==> config.mk <==
export PLATFORM = sky130hd
export DESIGN_NAME = instr_encoder_loader_flat
export DESIGN_NICKNAME = d
export VERILOG_FILES = /design/src/rtl/instr_encoder_loader_pkg.sv /design/src/rtl/instr_encoder_loader_if.sv /design/src/rtl/instr_pack.sv /design/src/rtl/instr_encoder_loader.sv /design/src/flat_wrapper.sv
export SDC_FILE = /design/constraint.sdc
export NUM_CORES = 1
export LEC_CHECK = 0
export BUFFER_PORTS_ARGS = -buffer_cell sky130_fd_sc_hd__buf_2
export CORE_AREA = 5 5 78 80
export CTS_CLUSTER_SIZE = 20
export DETAILED_ROUTE_END_ITERATION = 6
export DIE_AREA = 0 0 83 85
export HOLD_SLACK_MARGIN = 0.05
export MAX_ROUTING_LAYER = met4
export PLACE_DENSITY_LB_ADDON = 0.15
export SLEW_MARGIN = 20
export SYNTH_ARGS = -nofsm -noshare
export SYNTH_HDL_FRONTEND = slang
export SYNTH_HIERARCHICAL = 1
export SYNTH_SLANG_ARGS = --single-unit
==> constraint.sdc <==
create_clock -name clk -period 5.6 [get_ports clk]
set_input_delay 0.28 -clock clk [delete_from_list [all_inputs] [get_ports clk]]
set_output_delay 0.28 -clock clk [all_outputs]
set_load 0.01 [all_outputs]
==> src/rtl/instr_encoder_loader_pkg.sv <==
// Shared encoding definitions for the instruction loader and the decoder:
// kinds, opcodes, ctrl codes, FSM states and the ALU funct3 mapping.
package instr_encoder_loader_pkg;

  typedef enum logic [2:0] {
    K_ALU_R  = 3'd0,
    K_ALU_I  = 3'd1,
    K_MUL    = 3'd2,
    K_LOAD   = 3'd3,
    K_STORE  = 3'd4,
    K_BRANCH = 3'd5,
    K_JAL    = 3'd6,
    K_JALR   = 3'd7
  } kind_e;

  typedef enum logic [1:0] {
    S_IDLE = 2'd0,
    S_LOAD = 2'd1,
    S_DONE = 2'd2
  } state_e;

  localparam logic [6:0] OP_ALU_R  = 7'b0110011;
  localparam logic [6:0] OP_ALU_I  = 7'b0010011;
  localparam logic [6:0] OP_MUL    = 7'b0110011;
  localparam logic [6:0] OP_LOAD   = 7'b0000011;
  localparam logic [6:0] OP_STORE  = 7'b0100011;
  localparam logic [6:0] OP_BRANCH = 7'b1100011;
  localparam logic [6:0] OP_JAL    = 7'b1101111;
  localparam logic [6:0] OP_JALR   = 7'b1100111;

  localparam logic [6:0] F7_BASE = 7'b0000000;
  localparam logic [6:0] F7_ALT  = 7'b0100000;
  localparam logic [6:0] F7_MUL  = 7'b0000001;

  // ALU ctrl codes
  localparam logic [4:0] C_ADD  = 5'd0;
  localparam logic [4:0] C_SUB  = 5'd1;
  localparam logic [4:0] C_AND  = 5'd2;
  localparam logic [4:0] C_OR   = 5'd3;
  localparam logic [4:0] C_XOR  = 5'd4;
  localparam logic [4:0] C_SLL  = 5'd5;
  localparam logic [4:0] C_SRL  = 5'd6;
  localparam logic [4:0] C_SRA  = 5'd7;
  localparam logic [4:0] C_SLTU = 5'd8;
  localparam logic [4:0] C_SLT  = 5'd9;
  // MUL family occupies 0xA..0x11, funct3 = ctrl - C_MUL_BASE
  localparam logic [4:0] C_MUL_BASE = 5'd10;
  localparam logic [4:0] C_MUL_LAST = 5'd17;
  // Branch ctrl codes
  localparam logic [4:0] C_BEQ  = 5'd0;
  localparam logic [4:0] C_BNE  = 5'd1;
  localparam logic [4:0] C_BLT  = 5'd2;
  localparam logic [4:0] C_BGE  = 5'd3;
  localparam logic [4:0] C_BLTU = 5'd4;
  localparam logic [4:0] C_BGEU = 5'd5;

  typedef struct packed {
    logic       ok;
    logic       alt;  // bit30 variant (SUB / SRA)
    logic [2:0] f3;
  } alu_enc_t;

  function automatic alu_enc_t alu_funct(input logic [4:0] ctrl);
    alu_enc_t e;
    e = '{ok: 1'b1, alt: 1'b0, f3: 3'b000};
    case (ctrl)
      C_ADD:   e.f3 = 3'b000;
      C_SUB:   begin e.f3 = 3'b000; e.alt = 1'b1; end
      C_XOR:   e.f3 = 3'b100;
      C_OR:    e.f3 = 3'b110;
      C_AND:   e.f3 = 3'b111;
      C_SLL:   e.f3 = 3'b001;
      C_SRL:   e.f3 = 3'b101;
      C_SRA:   begin e.f3 = 3'b101; e.alt = 1'b1; end
      C_SLT:   e.f3 = 3'b010;
      C_SLTU:  e.f3 = 3'b011;
      default: e.ok = 1'b0;
    endcase
    return e;
  endfunction

endpackage

==> src/rtl/instr_encoder_loader_if.sv <==
// Instruction-field handshake plus the instruction-memory write port.
interface instr_encoder_loader_if #(
  parameter int ADDR_W = 6
);
  import instr_encoder_loader_pkg::*;

  logic              in_valid;
  logic              in_ready;
  kind_e             in_kind;
  logic [4:0]        in_ctrl;
  logic [4:0]        in_rd;
  logic [4:0]        in_rs1;
  logic [4:0]        in_rs2;
  logic [20:0]       in_imm;
  logic              imem_we;
  logic [ADDR_W-1:0] imem_addr;
  logic [31:0]       imem_wdata;

  modport master (
    output in_valid, in_kind, in_ctrl, in_rd, in_rs1, in_rs2, in_imm,
    input  in_ready, imem_we, imem_addr, imem_wdata
  );

  modport slave (
    input  in_valid, in_kind, in_ctrl, in_rd, in_rs1, in_rs2, in_imm,
    output in_ready, imem_we, imem_addr, imem_wdata
  );

endinterface

==> src/rtl/instr_pack.sv <==
// Combinational field packer: builds the 32-bit RV32IM word for one beat
// and flags illegal ctrl codes or out-of-range / misaligned immediates.
module instr_pack
  import instr_encoder_loader_pkg::*;
(
  input  kind_e       kind,
  input  logic [4:0]  ctrl,
  input  logic [4:0]  rd,
  input  logic [4:0]  rs1,
  input  logic [4:0]  rs2,
  input  logic [20:0] imm,
  output logic [31:0] word,
  output logic        bad
);

  logic     fits12;
  logic     fits13;
  alu_enc_t alu;
  logic [4:0] mul_f3;
  logic [2:0] br_f3;
  logic       br_ok;

  // Signed range holds when all bits above the field's sign bit match it.
  assign fits12 = (&imm[20:11]) | ~(|imm[20:11]);
  assign fits13 = (&imm[20:12]) | ~(|imm[20:12]);
  assign alu    = alu_funct(ctrl);
  assign mul_f3 = ctrl - C_MUL_BASE;

  always_comb begin
    br_ok = 1'b1;
    br_f3 = 3'b000;
    case (ctrl)
      C_BEQ:   br_f3 = 3'b000;
      C_BNE:   br_f3 = 3'b001;
      C_BLT:   br_f3 = 3'b100;
      C_BGE:   br_f3 = 3'b101;
      C_BLTU:  br_f3 = 3'b110;
      C_BGEU:  br_f3 = 3'b111;
      default: br_ok = 1'b0;
    endcase
  end

  always_comb begin
    word = 32'h0;
    bad  = 1'b0;
    case (kind)
      K_ALU_R: begin
        bad  = ~alu.ok;
        word = {alu.alt ? F7_ALT : F7_BASE, rs2, rs1, alu.f3, rd, OP_ALU_R};
      end
      K_ALU_I: begin
        bad  = ~alu.ok | alu.alt | ~fits12;
        word = {imm[11:0], rs1, alu.f3, rd, OP_ALU_I};
      end
      K_MUL: begin
        bad  = (ctrl < C_MUL_BASE) | (ctrl > C_MUL_LAST);
        word = {F7_MUL, rs2, rs1, mul_f3[2:0], rd, OP_MUL};
      end
      K_LOAD: begin
        bad  = ~fits12;
        word = {imm[11:0], rs1, 3'b010, rd, OP_LOAD};
      end
      K_STORE: begin
        bad  = ~fits12;
        word = {imm[11:5], rs2, rs1, 3'b010, imm[4:0], OP_STORE};
      end
      K_BRANCH: begin
        bad  = ~br_ok | ~fits13 | imm[0];
        word = {imm[12], imm[10:5], rs2, rs1, br_f3, imm[4:1], imm[11], OP_BRANCH};
      end
      K_JAL: begin
        bad  = imm[0];
        word = {imm[20], imm[10:1], imm[11], imm[19:12], rd, OP_JAL};
      end
      K_JALR: begin
        bad  = ~fits12;
        word = {imm[11:0], rs1, 3'b000, rd, OP_JALR};
      end
      default: begin
        bad  = 1'b1;
        word = 32'h0;
      end
    endcase
  end

endmodule

==> src/rtl/instr_encoder_loader.sv <==
// Load-session FSM: accepts instruction fields, encodes them through
// instr_pack and writes one word per cycle into instruction memory.
module instr_encoder_loader
  import instr_encoder_loader_pkg::*;
#(
  parameter int DEPTH  = 64,
  parameter int ADDR_W = 6
) (
  input  logic                  clk,
  input  logic                  rst,
  input  logic                  start,
  input  logic                  finish,
  instr_encoder_loader_if.slave bus,
  output logic                  busy,
  output logic                  done,
  output logic                  err,
  output logic [ADDR_W:0]       words
);

  localparam logic [ADDR_W:0] DEPTH_W = (ADDR_W + 1)'(DEPTH);

  state_e            state_reg, state_next;
  logic [ADDR_W:0]   words_reg, words_next;
  logic              we_reg, we_next;
  logic [ADDR_W-1:0] addr_reg, addr_next;
  logic [31:0]       wdata_reg, wdata_next;
  logic              err_reg, err_next;
  logic [31:0]       pack_word;
  logic              pack_bad;
  logic              accept;

  instr_pack u_pack (
    .kind (bus.in_kind),
    .ctrl (bus.in_ctrl),
    .rd   (bus.in_rd),
    .rs1  (bus.in_rs1),
    .rs2  (bus.in_rs2),
    .imm  (bus.in_imm),
    .word (pack_word),
    .bad  (pack_bad)
  );

  assign bus.in_ready  = (state_reg == S_LOAD) && (words_reg < DEPTH_W);
  assign accept        = bus.in_valid && bus.in_ready;
  assign bus.imem_we   = we_reg;
  assign bus.imem_addr = addr_reg;
  assign bus.imem_wdata = wdata_reg;
  assign busy  = (state_reg == S_LOAD);
  assign done  = (state_reg == S_DONE);
  assign err   = err_reg;
  assign words = words_reg;

  always_ff @(posedge clk) begin
    if (rst) begin
      state_reg <= S_IDLE;
      words_reg <= '0;
      we_reg    <= 1'b0;
      addr_reg  <= '0;
      wdata_reg <= '0;
      err_reg   <= 1'b0;
    end else begin
      state_reg <= state_next;
      words_reg <= words_next;
      we_reg    <= we_next;
      addr_reg  <= addr_next;
      wdata_reg <= wdata_next;
      err_reg   <= err_next;
    end
  end

  always_comb begin
    state_next = state_reg;
    words_next = words_reg;
    we_next    = 1'b0;
    addr_next  = addr_reg;
    wdata_next = wdata_reg;
    err_next   = 1'b0;
    case (state_reg)
      S_IDLE, S_DONE: begin
        if (start) begin
          state_next = S_LOAD;
          words_next = '0;
        end
      end
      S_LOAD: begin
        // A restart drops whatever beat arrives alongside it.
        if (start) begin
          words_next = '0;
        end else begin
          if (accept) begin
            if (pack_bad) begin
              err_next = 1'b1;
            end else begin
              we_next    = 1'b1;
              addr_next  = words_reg[ADDR_W-1:0];
              wdata_next = pack_word;
              words_next = words_reg + 1'b1;
            end
          end
          if (finish || (words_next == DEPTH_W))
            state_next = S_DONE;
        end
      end
      default: state_next = S_IDLE;
    endcase
  end

endmodule

==> src/flat_wrapper.sv <==
// flat-port wrapper written by rule: the top's interface ports become plain ports
module instr_encoder_loader_flat import instr_encoder_loader_pkg::*;
#(
  parameter int DEPTH  = 64,
  parameter int ADDR_W = 6
)
  (clk, rst, start, finish, busy, done, err, words, bus_in_valid, bus_in_kind, bus_in_ctrl, bus_in_rd, bus_in_rs1, bus_in_rs2, bus_in_imm, bus_in_ready, bus_imem_we, bus_imem_addr, bus_imem_wdata);
  instr_encoder_loader_if #(.ADDR_W(ADDR_W)) bus_i ();
  input  logic clk;
  input  logic rst;
  input  logic start;
  input  logic finish;
  output logic busy;
  output logic done;
  output logic err;
  output logic [ADDR_W:0] words;
  input wire logic [$bits(bus_i.in_valid)-1:0] bus_in_valid;
  input wire logic [$bits(bus_i.in_kind)-1:0] bus_in_kind;
  input wire logic [$bits(bus_i.in_ctrl)-1:0] bus_in_ctrl;
  input wire logic [$bits(bus_i.in_rd)-1:0] bus_in_rd;
  input wire logic [$bits(bus_i.in_rs1)-1:0] bus_in_rs1;
  input wire logic [$bits(bus_i.in_rs2)-1:0] bus_in_rs2;
  input wire logic [$bits(bus_i.in_imm)-1:0] bus_in_imm;
  output wire logic [$bits(bus_i.in_ready)-1:0] bus_in_ready;
  output wire logic [$bits(bus_i.imem_we)-1:0] bus_imem_we;
  output wire logic [$bits(bus_i.imem_addr)-1:0] bus_imem_addr;
  output wire logic [$bits(bus_i.imem_wdata)-1:0] bus_imem_wdata;
  assign bus_i.in_valid = bus_in_valid;
  assign bus_i.in_kind = bus_in_kind;
  assign bus_i.in_ctrl = bus_in_ctrl;
  assign bus_i.in_rd = bus_in_rd;
  assign bus_i.in_rs1 = bus_in_rs1;
  assign bus_i.in_rs2 = bus_in_rs2;
  assign bus_i.in_imm = bus_in_imm;
  assign bus_in_ready = bus_i.in_ready;
  assign bus_imem_we = bus_i.imem_we;
  assign bus_imem_addr = bus_i.imem_addr;
  assign bus_imem_wdata = bus_i.imem_wdata;
  instr_encoder_loader #(.DEPTH(DEPTH), .ADDR_W(ADDR_W)) u_core (.clk(clk), .rst(rst), .start(start), .finish(finish), .bus(bus_i), .busy(busy), .done(done), .err(err), .words(words));
endmodule
After elaboration in Yosys (flattened, before gate mapping)

Cells that the tools add are included.

Memories kept: 0
Memory bits (read-only): 0
Bits in writable memories: 0
Word-level logic and storage cells: 92
Bits in registers: 49
Output and inout bits: 50
Bits in latches: 0

Magnitude comparators: 3
Muxes and demuxes: 21
Multiply operators: 0
Shifts and indexed selects: 0
Reduce and logical (&&, ||, !) cells: 21
$add $sub $neg: 2
Equality and inequality tests: 22
Divide/modulo/power cells: 0
Bitwise logic cells: 17

Operator list:

| kind                                               | count |
|---|---|
| case mux 32 bit (8 select lines)                   | 1 |
| 2-to-1 mux 7 bit                                   | 6 |
| case mux 3 bit (7 select lines)                    | 1 |
| == test 5 x 3 -> 1 bit (second input constant)     | 4 |
| OR reduction 10 bit                                | 2 |
| case mux 3 bit (5 select lines)                    | 1 |
| case mux 7 bit (2 select lines)                    | 1 |
| == test 3 bit (second input constant)              | 4 |
| == test 5 x 2 -> 1 bit (second input constant)     | 2 |
| == test 5 x 4 -> 1 bit (second input constant)     | 2 |
| NOT 1 bit                                          | 10 |
| AND reduction 10 bit                               | 1 |
| AND reduction 9 bit                                | 1 |
| OR reduction 9 bit                                 | 1 |
| adder 7 x 1 -> 7 bit (second input constant)       | 1 |
| == test 7 bit (second input constant)              | 1 |
| less-than comparator 7 bit (second input constant) | 1 |
| bitwise OR 1 bit                                   | 7 |
| == test 3 x 2 -> 1 bit (second input constant)     | 2 |
| 2-to-1 mux 2 bit                                   | 3 |
| 2-to-1 mux 6 bit                                   | 1 |
| case mux 1 bit (6 select lines)                    | 1 |
| OR reduction 2 bit                                 | 3 |
| OR reduction 6 bit                                 | 1 |
| other kinds (22)                                   | 28 |

Longest topological paths before layout

Gate-level depths: netlist of the first run.

Depth after elaboration: 16
Mapped depth: 13
Mapped depth without buffers: 11

By module

Netlist of the first run, hierarchy kept.

Modules (own cells, without submodules):

| module               | instances | cells an instance | area an instance (µm²) |
|---|---|---|---|
| instr_encoder_loader | 1         | 247               | 1921.8 |
| instr_pack           | 1         | 114               | 758.2 |

Least setup slack after synthesis of the first run

No wires, ideal clock.

Kind: input -> register
Start point: input port bus_in_ctrl[3]
End point: register u_core.state_reg[0]
Arrival time: 2.260 ns
Stages: 10
Setup time: 0.130 ns
Data required time: 5.470 ns
Path slack: 3.210 ns
Path through: buf_6 -> nor3_4 -> and3_4 -> a21boi_2 -> a21boi_2 -> o2111ai_1 -> buf_4 -> or4b_4 -> a221oi_2 -> o22ai_1

Word-level cells in the longest chain between the ends: 15
Elaborated cells between the ends (all ways): 34

Ends and longest elaborated chain:

| element                                                                    | line                                                 | RTL |
|---|---|---|
| from (decl)                                                                | flat_wrapper.sv:19                                   | `input wire logic [$bits(bus_i.in_ctrl)-1:0] bus_in_ctrl;` |
| == test 5 x 3 -> 1 bit (tied with other cells)                             | instr_encoder_loader_pkg.sv:66, instr_pack.sv:32     |  |
| OR reduction 10 bit (no line) / OR reduction 6 bit (equally long branches) | n/a                                                  |  |
| 2-to-1 mux 1 bit (on tied branches)                                        | instr_encoder_loader_pkg.sv:66, instr_pack.sv:32     |  |
| NOT 1 bit (on tied branches)                                               | instr_pack.sv:48, instr_pack.sv:52, instr_pack.sv:68 |  |
| bitwise OR 1 bit (on tied branches) (2 in series)                          | instr_pack.sv:52, instr_pack.sv:68                   |  |
| case mux 1 bit (6 select lines) *                                          | instr_pack.sv:46                                     | `case (kind)` |
| via u_core.pack_bad                                                        | instr_encoder_loader.sv:29                           | `logic pack_bad;` |
| 2-to-1 mux 7 bit *                                                         | instr_encoder_loader.sv:91                           | `if (pack_bad) begin` |
| 2-to-1 mux 7 bit *                                                         | instr_encoder_loader.sv:90                           | `if (accept) begin` |
| 2-to-1 mux 7 bit *                                                         | instr_encoder_loader.sv:87                           | `if (start) begin` |
| 2-to-1 mux 7 bit *                                                         | instr_encoder_loader.sv:78                           | `case (state_reg)` |
| == test 7 bit *                                                            | instr_encoder_loader.sv:100                          | `if (finish \|\| (words_next == DEPTH_W))` |
| logical OR 1 bit *                                                         | instr_encoder_loader.sv:100                          |  |
| != test 2 x 1 -> 1 bit (no line) *                                         | n/a                                                  |  |
| AND reduction 3 bit (no line) *                                            | n/a                                                  |  |
| to (signal assigned)                                                       | instr_encoder_loader.sv:62                           | `state_reg <= state_next;` |
| to (decl)                                                                  | instr_encoder_loader.sv:22                           | `state_e state_reg, state_next;` |

Mark *: on every way through the listed nets, which the timed path passes. The rest lies on a longest branch. The select of a mux whose other input is x is not followed.
A chain may end at the register's enable or synchronous reset.

Worst setup path in the final report of the first run

Start point: input port bus_in_kind[1]
End point: register u_core.wdata_reg[5], in the netlist u_core/bus.imem_wdata[5]

Word-level cells in the longest chain between the ends: 5
Elaborated cells between the ends (all ways): 13

Ends and longest elaborated chain:

| element                                                        | line                       | RTL |
|---|---|---|
| from (decl)                                                    | flat_wrapper.sv:18         | `input wire logic [$bits(bus_i.in_kind)-1:0] bus_in_kind;` |
| == test 3 bit / == test 3 x 2 -> 1 bit (equally long branches) | instr_pack.sv:46           |  |
| OR reduction 3 bit (no line)                                   | n/a                        |  |
| case mux 1 bit (6 select lines) *                              | instr_pack.sv:46           |  |
| via u_core.pack_bad                                            | instr_encoder_loader.sv:29 |  |
| NOT 1 bit (no line) *                                          | n/a                        |  |
| AND reduction 4 bit (no line) *                                | n/a                        |  |
| to (signal assigned)                                           | instr_encoder_loader.sv:66 | `wdata_reg <= wdata_next;` |
| to (decl)                                                      | instr_encoder_loader.sv:26 | `logic [31:0] wdata_reg, wdata_next;` |

Marks and branches as above.

==> qor.txt, run 1 <==
status -> finished, final reports clean
RSZ-0062 raised after global routing -> no
worst r2r path cells -> 5
Hold Startpoint -> finish
largest family of logic cells by synthesized area -> simple AND/OR/NAND/NOR gates
xor/xnor share of the synthesized area -> 0.980%
Initial Util -> 50.2%
Worst Setup End Kind -> register
gr ovfl total -> 0
Layout Nets -> 491
Die X -> 83 um
DR vias -> 2808
full die area -> 7060 um^2
clock sinks -> 49
Cell Area, Synth -> 2680 um^2
Crit-path slowest cell -> nor3_2
Compound-Gate Fraction of Synth Area -> 19.5%
# DRC -> 0
fin cells -> 513
Yosys reg bits -> 49
setup violators final -> 0
fmax -> 341 MHz
fin crit share -> 52.4%
CTS H-tree depth -> 2
clk slew on worst S/H paths -> 90 ps
Worst slew margin -> 39.4%
Area after DPL -> 3130 um^2
routed wire length per instance -> 14.1 um
DR pass1 iterations -> 4
Post-Synthesis Mean Instance Area -> 7.42 um^2
Sum Neg Setup Slack -> 0 ps
Post-Synth Simple-Gate Area -> 27.6%
cts bufs inserted -> 5
fillers -> 550
crit-path most repeated cell -> a21boi_2
Worst Tran Pin Value -> 909 ps
Leak -> 1.36 nW
placed cell count -> 505
Min-Delay Path Depth -> 2
kind of critical path -> in2reg
worst r2r dst -> u_core/bus.imem_wdata[5]$_SDFFE_PP0P_
routed wire length -> 7250 um
max_cap viols -> 0
hold endpoint -> u_core/state_reg[1]$_SDFFE_PP0P_
largest net degree at the start of global routing -> 50
FP Rows -> 27
I/O Buffers -> 98
max reg flops -> 32
post-CTS setup buffer count -> 0
most common cell after layout, fill and taps aside -> buf_2
Initial DRC Count -> 138
area grow syn2layout -> 19.8%
clock skew -> 5.13 ps
CTS tree -> yes
Netlist cell types -> 48
Diodes inserted -> 0
maximum clock path buffer count -> 2
GRT Overall Usage -> 21.1%
Main synth FF type -> dfxtp_1
critical path cell sequence -> buf_2, nor3_4, and3_4, a21boi_2, a21boi_2, o2111ai_1, nor3_2, buf_4, nand2_1, a21oi_1
Final Cell Area -> 3210 um^2
Post-synth EDFFs -> 0
Fin Hold WS -> 226 ps
Final Hold Fails -> 0
DPL Wire Length -> 5210 um
# resized after CTS -> 0
worst path required time -> 5820 ps
Pins Over Slew Limit -> 0
number of hold buffers added after CTS -> 0
RR Startpoint -> u_core/words[6]$_SDFFE_PP0P_
worst-skew pair later-pin latency -> 290 ps
DR vias/cell -> 5.47
Synth Area in Adders -> 1.31%
Power Dens Cells -> 204 nW/um^2
Mapped Cells -> 361
Synth warnings -> 6
antenna violations before repair -> 0
WP data arrival -> 3150 ps
first-pass GRT wire length -> 12300 um
Worst setup SP type -> input port
RD Place Congestion -> 0.887
multiplexer area fraction after synthesis -> 7.00%
most frequent cells in the layout -> 98 x buf_2, 96 x nand2_1, 51 x a21oi_1
worst min path class -> in2reg
Antenna Nets Post-Route -> 0
Critical Path Max Stage Delay -> 790 ps
asr flop ratio synth -> 0%
DIE HEIGHT -> 85 um
crit path time final -> 2930 ps
Core ar. -> 5340 um^2
FF-to-FF setup slack -> 3270 ps
register area share after synthesis -> 36.6%
I/O pin count -> 99
critical path peak fanout -> 28
root buf cell -> clkbuf_8
ratio of cells with drive above 1 in the final layout -> 29.9%
Peak VDD IR -> 0.144 mV
vias in the first global route -> 2649
report_power, final:
| group | internal (W) | total (W) | switching, W | leakage, nW |
|---|---|---|---|---|
| sequential | 0.000351 | 0.000353 | 0.00000193 | 0.395 |
| clock | 0.0000894 | 0.000210 | 0.000121 | 0.0456 |
| combinational | 0.0000387 | 0.0000934 | 0.0000546 | 0.923 |
| total | 0.000479 | 0.000657 | 0.000177 | 1.36 |
through the flow:
stage	power (W)	utilization, %	setup WS, ps
finish	0.000657	60.2	2670
global route	0.000690	60.2	2350
CTS	0.000660	60.2	2680
detailed placement	0.000454	58.6	2360
global placement	0.000453	58.6	2530
floorplan	0.000423	-	3210
worst max-delay path, delay by kind of cell:
| family | cells | cell delay, ps |
|---|---|---|
| AND/OR/NAND/NOR | 4 | 1360 |
| AO/OA/AOI/OAI | 4 | 890 |
| buffers and inverters | 2 | 610 |
logic make-up (layout without fill, tap and decap cells):
kind of cell | after synthesis | count (layout)
flip-flops | 49 | 49
other | 1 | 2
adder cells (fa/ha/maj) | 3 | 3
XOR/XNOR | 3 | 3
buffers and inverters | 36 | 115
AND/OR/NAND/NOR | 162 | 162
AO/OA/AOI/OAI | 90 | 90
multiplexers | 17 | 17
how the worst max path moves through the flow:
stage	startpoint	to	slack, ps	cells past startpoint
2_1_floorplan	bus_in_ctrl[3]	u_core/state_reg[0]$_SDFFE_PP0P_	3210	10
3_3_place_gp	bus_in_kind[1]	u_core/words[2]$_SDFFE_PP0P_	2530	10
3_5_place_dp	bus_in_kind[1]	u_core/bus.imem_wdata[5]$_SDFFE_PP0P_	2360	10
4_1_cts	bus_in_kind[1]	u_core/bus.imem_wdata[5]$_SDFFE_PP0P_	2680	10
5_1_grt	bus_in_kind[1]	u_core/bus.imem_wdata[5]$_SDFFE_PP0P_	2350	10
6_report	bus_in_kind[1]	u_core/bus.imem_wdata[5]$_SDFFE_PP0P_	2670	10
layer usage:
layer	wire length (um)	vias to the layer above	global-route usage, %	part of all wire, %
met5	0	-	-	0
met4	49	0	3.57	0.68
met2	3410	119	35.9	47
met3	543	8	5.53	7.5
met1	3250	1293	25.7	45
li1	-	1388	-	-
synth_stat cells, types with 2 or more instances:
library cell / instances / area [um^2]
dfxtp_1: 49 / 981
nand3_1: 5 / 25.0
nor3_1: 7 / 35.0
nand2_1: 96 / 360
mux2i_1: 3 / 30.0
nand4_1: 4 / 25.0
or3_1: 3 / 18.8
inv_1: 7 / 26.3
ha_1: 2 / 25.0
buf_6: 3 / 33.8
o21ai_0: 17 / 85.1
nor4_1: 4 / 25.0
a22oi_1: 2 / 15.0
buf_2: 4 / 20.0
nor2_1: 21 / 78.8
nand2b_1: 3 / 18.8
o21a_1: 2 / 15.0
xnor2_1: 3 / 26.3
mux2_2: 14 / 158
a21oi_1: 51 / 255
clkbuf_1: 15 / 56.3
a21boi_2: 2 / 22.5
o211ai_1: 2 / 15.0
nor2b_1: 7 / 43.8
buf_4: 6 / 45.0
o22ai_1: 5 / 31.3
nor2_2: 2 / 12.5
o31ai_1: 2 / 15.0
layout make-up:
type	count	area (um^2)	area share [%]
clock buffer	6	72.6	2.26
clock inverter	2	13.8	0.429
inverter	7	26.3	0.818
multi-input combinational	277	1520	47.4
sequential	49	981	30.5
tap	72	90.1	2.80
timing repair buffer	100	505	15.7
No activity file was read; power rests on OpenSTA's default activity.
==> run 2, diff against run 1 <==
--- a/config.mk
+++ b/config.mk
@@ -5,11 +5,12 @@
 export SDC_FILE = /design/constraint.sdc
 export NUM_CORES = 1
 export LEC_CHECK = 0
+export ABC_AREA = 1
 export BUFFER_PORTS_ARGS = -buffer_cell sky130_fd_sc_hd__buf_2
-export CORE_AREA = 5 5 78 80
+export CORE_AREA = 5 5 82 84
 export CTS_CLUSTER_SIZE = 20
 export DETAILED_ROUTE_END_ITERATION = 6
-export DIE_AREA = 0 0 83 85
+export DIE_AREA = 0 0 87 89
 export HOLD_SLACK_MARGIN = 0.05
 export MAX_ROUTING_LAYER = met4
 export PLACE_DENSITY_LB_ADDON = 0.15
==> constraint.sdc (replaced) <==
create_clock -name clk -period 2.9 [get_ports clk]
set_input_delay 0.145 -clock clk [delete_from_list [all_inputs] [get_ports clk]]
set_output_delay 0.145 -clock clk [all_outputs]
set_load 0.01 [all_outputs]
==> run 2 against run 1 <==
Net effect: die area rose by 9.8%; synthesized area is 7.7% higher; critical path depth up 13; first-iteration DRC count increased by 54%; hold slack got worse by 53 ps; non-clock buffer count up 4; global-route usage up 0.93 points.
==> qor.txt, run 2 <==
status -> finished, final reports clean (unchanged)
worst r2r dst -> u_core/state_reg[0]$_SDFFE_PP0P_ (was u_core/bus.imem_wdata[5]$_SDFFE_PP0P_)
DR vias/cell -> 5.11 (was 5.47)
clock skew -> 10.8 ps (was 5.13 ps)
post-synth top area share -> 34.0% (was 36.6%)
gr ovfl total -> 0 (unchanged)
worst path required time -> 3060 ps (was 5820 ps)
clk slew on worst S/H paths -> 100 ps (was 90 ps)
placed cell count -> 617 (was 505)
ratio of cells with drive above 1 in the final layout -> 25.6% (was 29.9%)
clock sinks -> 49 (unchanged)
Min-Delay Path Depth -> 5 (was 2)
Hold Startpoint -> bus_in_imm[9] (was finish)
worst min path class -> in2reg (unchanged)
DIE HEIGHT -> 89 um (was 85 um)
max reg flops -> 32 (unchanged)
GRT Overall Usage -> 22.1% (was 21.1%)
maximum clock path buffer count -> 2 (unchanged)
Initial Util -> 49.3% (was 50.2%)
setup violators final -> 0 (unchanged)
fin cells -> 625 (was 513)
Die X -> 87 um (was 83 um)
Peak VDD IR -> 0.245 mV (was 0.144 mV)
hold endpoint -> u_core/bus.imem_wdata[29]$_SDFFE_PP0P_ (was u_core/state_reg[1]$_SDFFE_PP0P_)
I/O pin count -> 99 (unchanged)
routed wire length per instance -> 13.2 um (was 14.1 um)
Post-synth EDFFs -> 0 (unchanged)
cts bufs inserted -> 5 (unchanged)
FP Rows -> 28 (was 27)
most frequent cells in the layout -> 161 x nand2_1, 98 x buf_2, 56 x nand3_1 (was 98 x buf_2, 96 x nand2_1, 51 x a21oi_1)
Worst Tran Pin Value -> 713 ps (was 909 ps)
WP data arrival -> 2350 ps (was 3150 ps)
RSZ-0062 raised after global routing -> no (unchanged)
Synth warnings -> 6 (unchanged)
Post-Synthesis Mean Instance Area -> 6.32 um^2 (was 7.42 um^2)
DR vias -> 3192 (was 2808)
Cell Area, Synth -> 2890 um^2 (was 2680 um^2)
kind of critical path -> in2reg (unchanged)
Mapped Cells -> 457 (was 361)
fin crit share -> 75.4%
largest net degree at the start of global routing -> 30 (was 50)
Synth area leaders -> dfxtp_1 34%, nand2_1 21%, nand3_1 9.7% (was dfxtp_1 37%, nand2_1 13%, a21oi_1 9.5%)
CTS tree -> yes (unchanged)
count leader, synth -> nand2_1 (unchanged)
Final Hold Fails -> 0 (unchanged)
Power Dens Cells -> 420 nW/um^2 (was 204 nW/um^2)
Diodes inserted -> 0 (unchanged)
DR pass1 iterations -> 5 (was 4)
antenna violations before repair -> 0 (unchanged)
area grow syn2layout -> 22.8% (was 19.8%)
critical path peak fanout -> 8 (was 28)
Main synth FF type -> dfxtp_1 (unchanged)
fmax -> 457 MHz
# resized after CTS -> 0 (unchanged)
max_cap viols -> 0 (unchanged)
Yosys reg bits -> 49 (unchanged)
asr flop ratio synth -> 0% (unchanged)
post-CTS setup buffer count -> 0 (unchanged)
FF-to-FF setup slack -> 1050 ps (was 3270 ps)
RR Startpoint -> u_core/state_reg[0]$_SDFFE_PP0P_ (was u_core/words[6]$_SDFFE_PP0P_)
top post-synthesis cells by count -> 161 x nand2_1, 56 x nand3_1, 50 x a21oi_1 (was 96 x nand2_1, 51 x a21oi_1, 49 x dfxtp_1)
most common cell after layout, fill and taps aside -> nand2_1 (was buf_2)
worst-skew pair later-pin latency -> 300 ps (was 290 ps)
Sum Neg Setup Slack -> 0 ps (unchanged)
Initial DRC Count -> 213 (was 138)
I/O Buffers -> 98 (unchanged)
Core ar. -> 5850 um^2 (was 5340 um^2)
Worst Setup End Kind -> register (unchanged)
Netlist cell types -> 35 (was 48)
Worst setup SP type -> input port (unchanged)
register area share after synthesis -> 34.0% (was 36.6%)
Worst slew margin -> 52.5% (was 39.4%)
root buf cell -> clkbuf_8 (unchanged)
# DRC -> 0 (unchanged)
first-pass GRT wire length -> 13400 um (was 12300 um)
crit path launch -> bus_in_ctrl[1] (was bus_in_kind[1])
Pins Over Slew Limit -> 0 (unchanged)
routed wire length -> 8270 um (was 7250 um)
Leak -> 1.75 nW (was 1.36 nW)
CTS H-tree depth -> 2 (unchanged)
DPL Wire Length -> 6320 um (was 5210 um)
RD Place Congestion -> 0.958 (was 0.887)
vias in the first global route -> 2896 (was 2649)
number of hold buffers added after CTS -> 0 (unchanged)
crit path time final -> 2190 ps
full die area -> 7740 um^2 (was 7060 um^2)
dominant cell type by area after synthesis -> dfxtp_1 (unchanged)
Antenna Nets Post-Route -> 0 (unchanged)
worst r2r path cells -> 11 (was 5)
Layout Nets -> 600 (was 491)
run 2: cell count changes in the layout (fill, tap and decap cells not counted), moves of 4 or more:
cell,previous run,this run
nor2_1,21,34
inv_2,0,8
buf_4,2,6
nor2_4,0,6
o22ai_1,5,0
nor4_1,4,0
nor2b_1,7,0
mux2_2,14,0
nand2_1,96,161
o21ai_0,17,3
nand3_1,5,56
inv_1,7,32
run 2: layout make-up:
type	instances	area (um^2)
clock buffer	5	68.8
clock inverter	3	68.8
fill	578	2310
inverter	42	163
multi-input combinational	347	1630
sequential	49	981
tap	75	93.8
timing repair buffer	104	536
run 2: power by group:
part           total, W  leakage [nW]  switching (W)  internal [W]
Combinational  0.000223          1.28       0.000147     0.0000755
Sequential     0.000682         0.395     0.00000405      0.000678
Clock          0.000582        0.0687       0.000235      0.000347
Total           0.00149          1.75       0.000386       0.00110
run 2: logic make-up (layout without fill, tap and decap cells):
kind of cell	Yosys count	count (layout)	synth area share [%]
AND/OR/NAND/NOR	278	278	43.0
AO/OA/AOI/OAI	64	64	12.1
buffers and inverters	62	154	9.58
flip-flops	49	49	34.0
adder cells (fa/ha/maj)	2	2	0.867
other	1	2	0.130
XOR/XNOR	1	1	0.303
run 2: metal layers:
layer,global-route usage (%),vias up,wire length (um)
li1,-,1653,-
met1,30.3,1418,3740
met2,33.5,114,3790
met3,4.33,7,666
met4,5.24,0,74
met5,-,-,0
run 2: worst max-delay path by stage:
stage,end,slack [ps],cells past startpoint
after global routing,u_core/state_reg[0]$_SDFFE_PP0P_,380,23
after detailed placement,u_core/state_reg[0]$_SDFFE_PP0P_,420,23
final,u_core/state_reg[0]$_SDFFE_PP0P_,710,23
after floorplan,u_core/state_reg[0]$_SDFFE_PP0P_,840,22
after CTS,u_core/state_reg[0]$_SDFFE_PP0P_,730,23
after global placement,u_core/state_reg[0]$_SDFFE_PP0P_,480,23
run 2: stage by stage:
step           hold slack [ps]  power, W  cell area [um^2]  util, %  setup slack [ps]
2_1_floorplan              333  0.000839              2890        -               839
3_3_place_gp               445  0.000918              3410     58.2               477
3_5_place_dp               450  0.000918              3410     58.2               421
4_1_cts                    169   0.00150              3540     60.6               732
5_1_grt                    193   0.00156              3540     60.6               382
6_report                   173   0.00149              3540     60.6               714
run 2: critical path, cell delays in order:
cell and delay, ps:
buf_2 120, inv_1 80, ha_1 210, nor3_1 170, nor2_1 50, nand2_1 70, nand3_1 60, nor2_1 80
nand3_1 240, inv_1 280, nand2_1 80, nand2_1 60, nand3_1 70, nand2_1 70, inv_1 50, nor2_1 80
nand2_1 50, nor2_1 90, nand2_1 60, nand2_1 70, nand2_1 50, nand2_1 80, nor2_1 40
==> run 3, diff against run 2 <==
==> constraint.sdc (replaced) <==
create_clock -name clk -period 2.1 [get_ports clk]
set_input_delay 0.105 -clock clk [delete_from_list [all_inputs] [get_ports clk]]
set_output_delay 0.105 -clock clk [all_outputs]
set_load 0.01 [all_outputs]
==> run 3 against run 2 <==
Net effect: design area up 4.0%; final cell count rose by 2.7%; sequential cell count stayed put; critical path depth fell by 1; routed wire length down 0.15%; total power up 40%; setup slack got worse by 460 ps; non-clock buffer count is 17 higher; critical endpoint unchanged; largest power group unchanged.
==> qor.txt, run 3 (synthesis gave the netlist of run 2 again) <==
# DRC -> 0 (unchanged)
GRT Overall Usage -> 22.2% (was 22.1%)
RSZ-0062 raised after global routing -> no (unchanged)
number of hold buffers added after CTS -> 0 (unchanged)
Leak -> 1.84 nW (was 1.75 nW)
Pins Over Slew Limit -> 0 (unchanged)
antenna violations before repair -> 0 (unchanged)
worst min path class -> in2reg (unchanged)
worst-skew pair later-pin latency -> 310 ps (was 300 ps)
area grow syn2layout -> 27.7% (was 22.8%)
most common cell after layout, fill and taps aside -> nand2_1 (unchanged)
I/O Buffers -> 98 (unchanged)
Core ar. -> 5850 um^2 (unchanged)
Final Hold Fails -> 0 (unchanged)
maximum clock path buffer count -> 2 (unchanged)
first-pass GRT wire length -> 13500 um (was 13400 um)
fillers -> 555 (was 578)
Worst slew margin -> 50.5% (was 52.5%)
Worst setup SP type -> input port (unchanged)
Reg area -> 981 um^2 (unchanged)
fin crit share -> 88.2%
Worst Tran Pin Value -> 742 ps (was 713 ps)
Initial Util -> 49.3% (unchanged)
pre-CTS setup slack -> -76.5 ps (was 421 ps)
routed wire length -> 8260 um (was 8270 um)
Die X -> 87 um (unchanged)
setup violators final -> 0 (unchanged)
most frequent cells in the layout -> 161 x nand2_1, 98 x buf_2, 56 x nand3_1 (unchanged)
Multi-input gate area -> 1640 um^2 (was 1630 um^2)
vias in the first global route -> 2961 (was 2896)
Antenna Nets Post-Route -> 0 (unchanged)
critical path peak fanout -> 5 (was 8)
max_cap viols -> 0 (unchanged)
DR pass1 iterations -> 5 (unchanged)
crit path time final -> 1850 ps
clock skew -> 13.2 ps (was 10.8 ps)
CTS tree -> yes (unchanged)
Worst Setup End Kind -> register (unchanged)
DR vias -> 3251 (was 3192)
max reg flops -> 32 (unchanged)
clock sinks -> 49 (unchanged)
clk slew on worst S/H paths -> 100 ps (about the same)
post-CTS setup buffer count -> 0 (unchanged)
fin cells -> 642 (was 625)
worst setup margin -> 249 ps (was 714 ps)
WP data arrival -> 2030 ps (was 2350 ps)
Peak VDD IR -> 0.478 mV (was 0.245 mV)
placed cell count -> 634 (was 617)
routed wire length per instance -> 12.9 um (was 13.2 um)
Power Dens Cells -> 566 nW/um^2 (was 420 nW/um^2)
Layout Nets -> 617 (was 600)
cts bufs inserted -> 5 (unchanged)
fmax -> 540 MHz
worst path required time -> 2280 ps (was 3060 ps)
status -> finished, final reports clean (unchanged)
Diodes inserted -> 0 (unchanged)
Initial DRC Count -> 171 (was 213)
DIE HEIGHT -> 89 um (unchanged)
full die area -> 7740 um^2 (unchanged)
Fin Hold WS -> 136 ps (was 173 ps)
RD Place Congestion -> 0.939 (was 0.958)
ratio of cells with drive above 1 in the final layout -> 28.0% (was 25.6%)
DR vias/cell -> 5.06 (was 5.11)
kind of critical path -> in2reg (unchanged)
CTS H-tree depth -> 2 (unchanged)
DPL Wire Length -> 6260 um (was 6320 um)
gr ovfl total -> 0 (unchanged)
largest net degree at the start of global routing -> 33 (was 30)
FP Rows -> 28 (unchanged)
I/O pin count -> 99 (unchanged)
root buf cell -> clkbuf_8 (unchanged)
[run 3: worst paths after layout]
| kind | slack, ps | from | endpoint | cells after the start |
|---|---|---|---|---|
| setup / recovery | 250 | bus_in_ctrl[2] | u_core/state_reg[0]$_SDFFE_PP0P_ | 22 |
| hold / removal | 140 | finish | u_core/state_reg[0]$_SDFFE_PP0P_ | 6 |
| setup reg to reg | 280 | u_core/words[0]$_SDFFE_PP0P_ | u_core/state_reg[0]$_SDFFE_PP0P_ | 12 |
| hold reg to reg | 460 | u_core/bus.imem_wdata[4]$_SDFFE_PP0P_ | u_core/bus.imem_wdata[4]$_SDFFE_PP0P_ | 2 |
[run 3: per-stage QoR]
| step | area [um^2] | setup TNS (ps) | total power, W | utilization, % |
|---|---|---|---|---|
| floorplan | 2890 | 0 | 0.00116 | - |
| global placement | 3550 | -151 | 0.00129 | 60.6 |
| detailed placement | 3550 | -92.8 | 0.00129 | 60.6 |
| CTS | 3680 | 0 | 0.00211 | 63.0 |
| global route | 3690 | 0 | 0.00218 | 63.0 |
| finish | 3690 | 0 | 0.00209 | 63.0 |
[run 3: report_power, final]
part / switching [W] / internal [W]
combinational: 0.000209 / 0.000126
clock: 0.000331 / 0.000479
sequential: 0.00000523 / 0.000936
[run 3: critical path: stages]
cell and delay [ps]:
buf_2 120, nor2_1 220, nand3_1 150, nand2_1 150
nand2_1 70, nand3_1 80, nor2_1 40, nand3_1 90
buf_4 170, nand2_1 60, nand2_1 60, nand3_1 70
nand2_1 70, inv_1 50, nor2_1 90, nand2_1 60
nor2_1 100, nand2_1 70, nand2_1 70, nand2_1 50
nand2_1 60, nor2_1 30
[run 3: metal layers]
layer | GRT usage, % | vias to the layer above | routed length [um]
met1 | 30.4 | 1437 | 3790
li1 | - | 1682 | -
met5 | - | - | 0
met4 | 6.37 | 0 | 121
met2 | 33.5 | 120 | 3660
met3 | 3.96 | 12 | 684
[run 3: layout make-up]
type                    count  share of cell area [%]
inverters                  42                    4.41
well taps                  75                    2.55
clock buffers               5                    1.87
flip-flops and latches     49                    26.6
multi-input cells         347                    44.4
clock inverters             3                    1.87
repair buffers            121                    18.3
[run 3: timing repair]
item	4_1_cts	5_1_grt
endpoints found under the hold margin	0	0
setup endpoints to repair	0	1
resized for setup	0	1
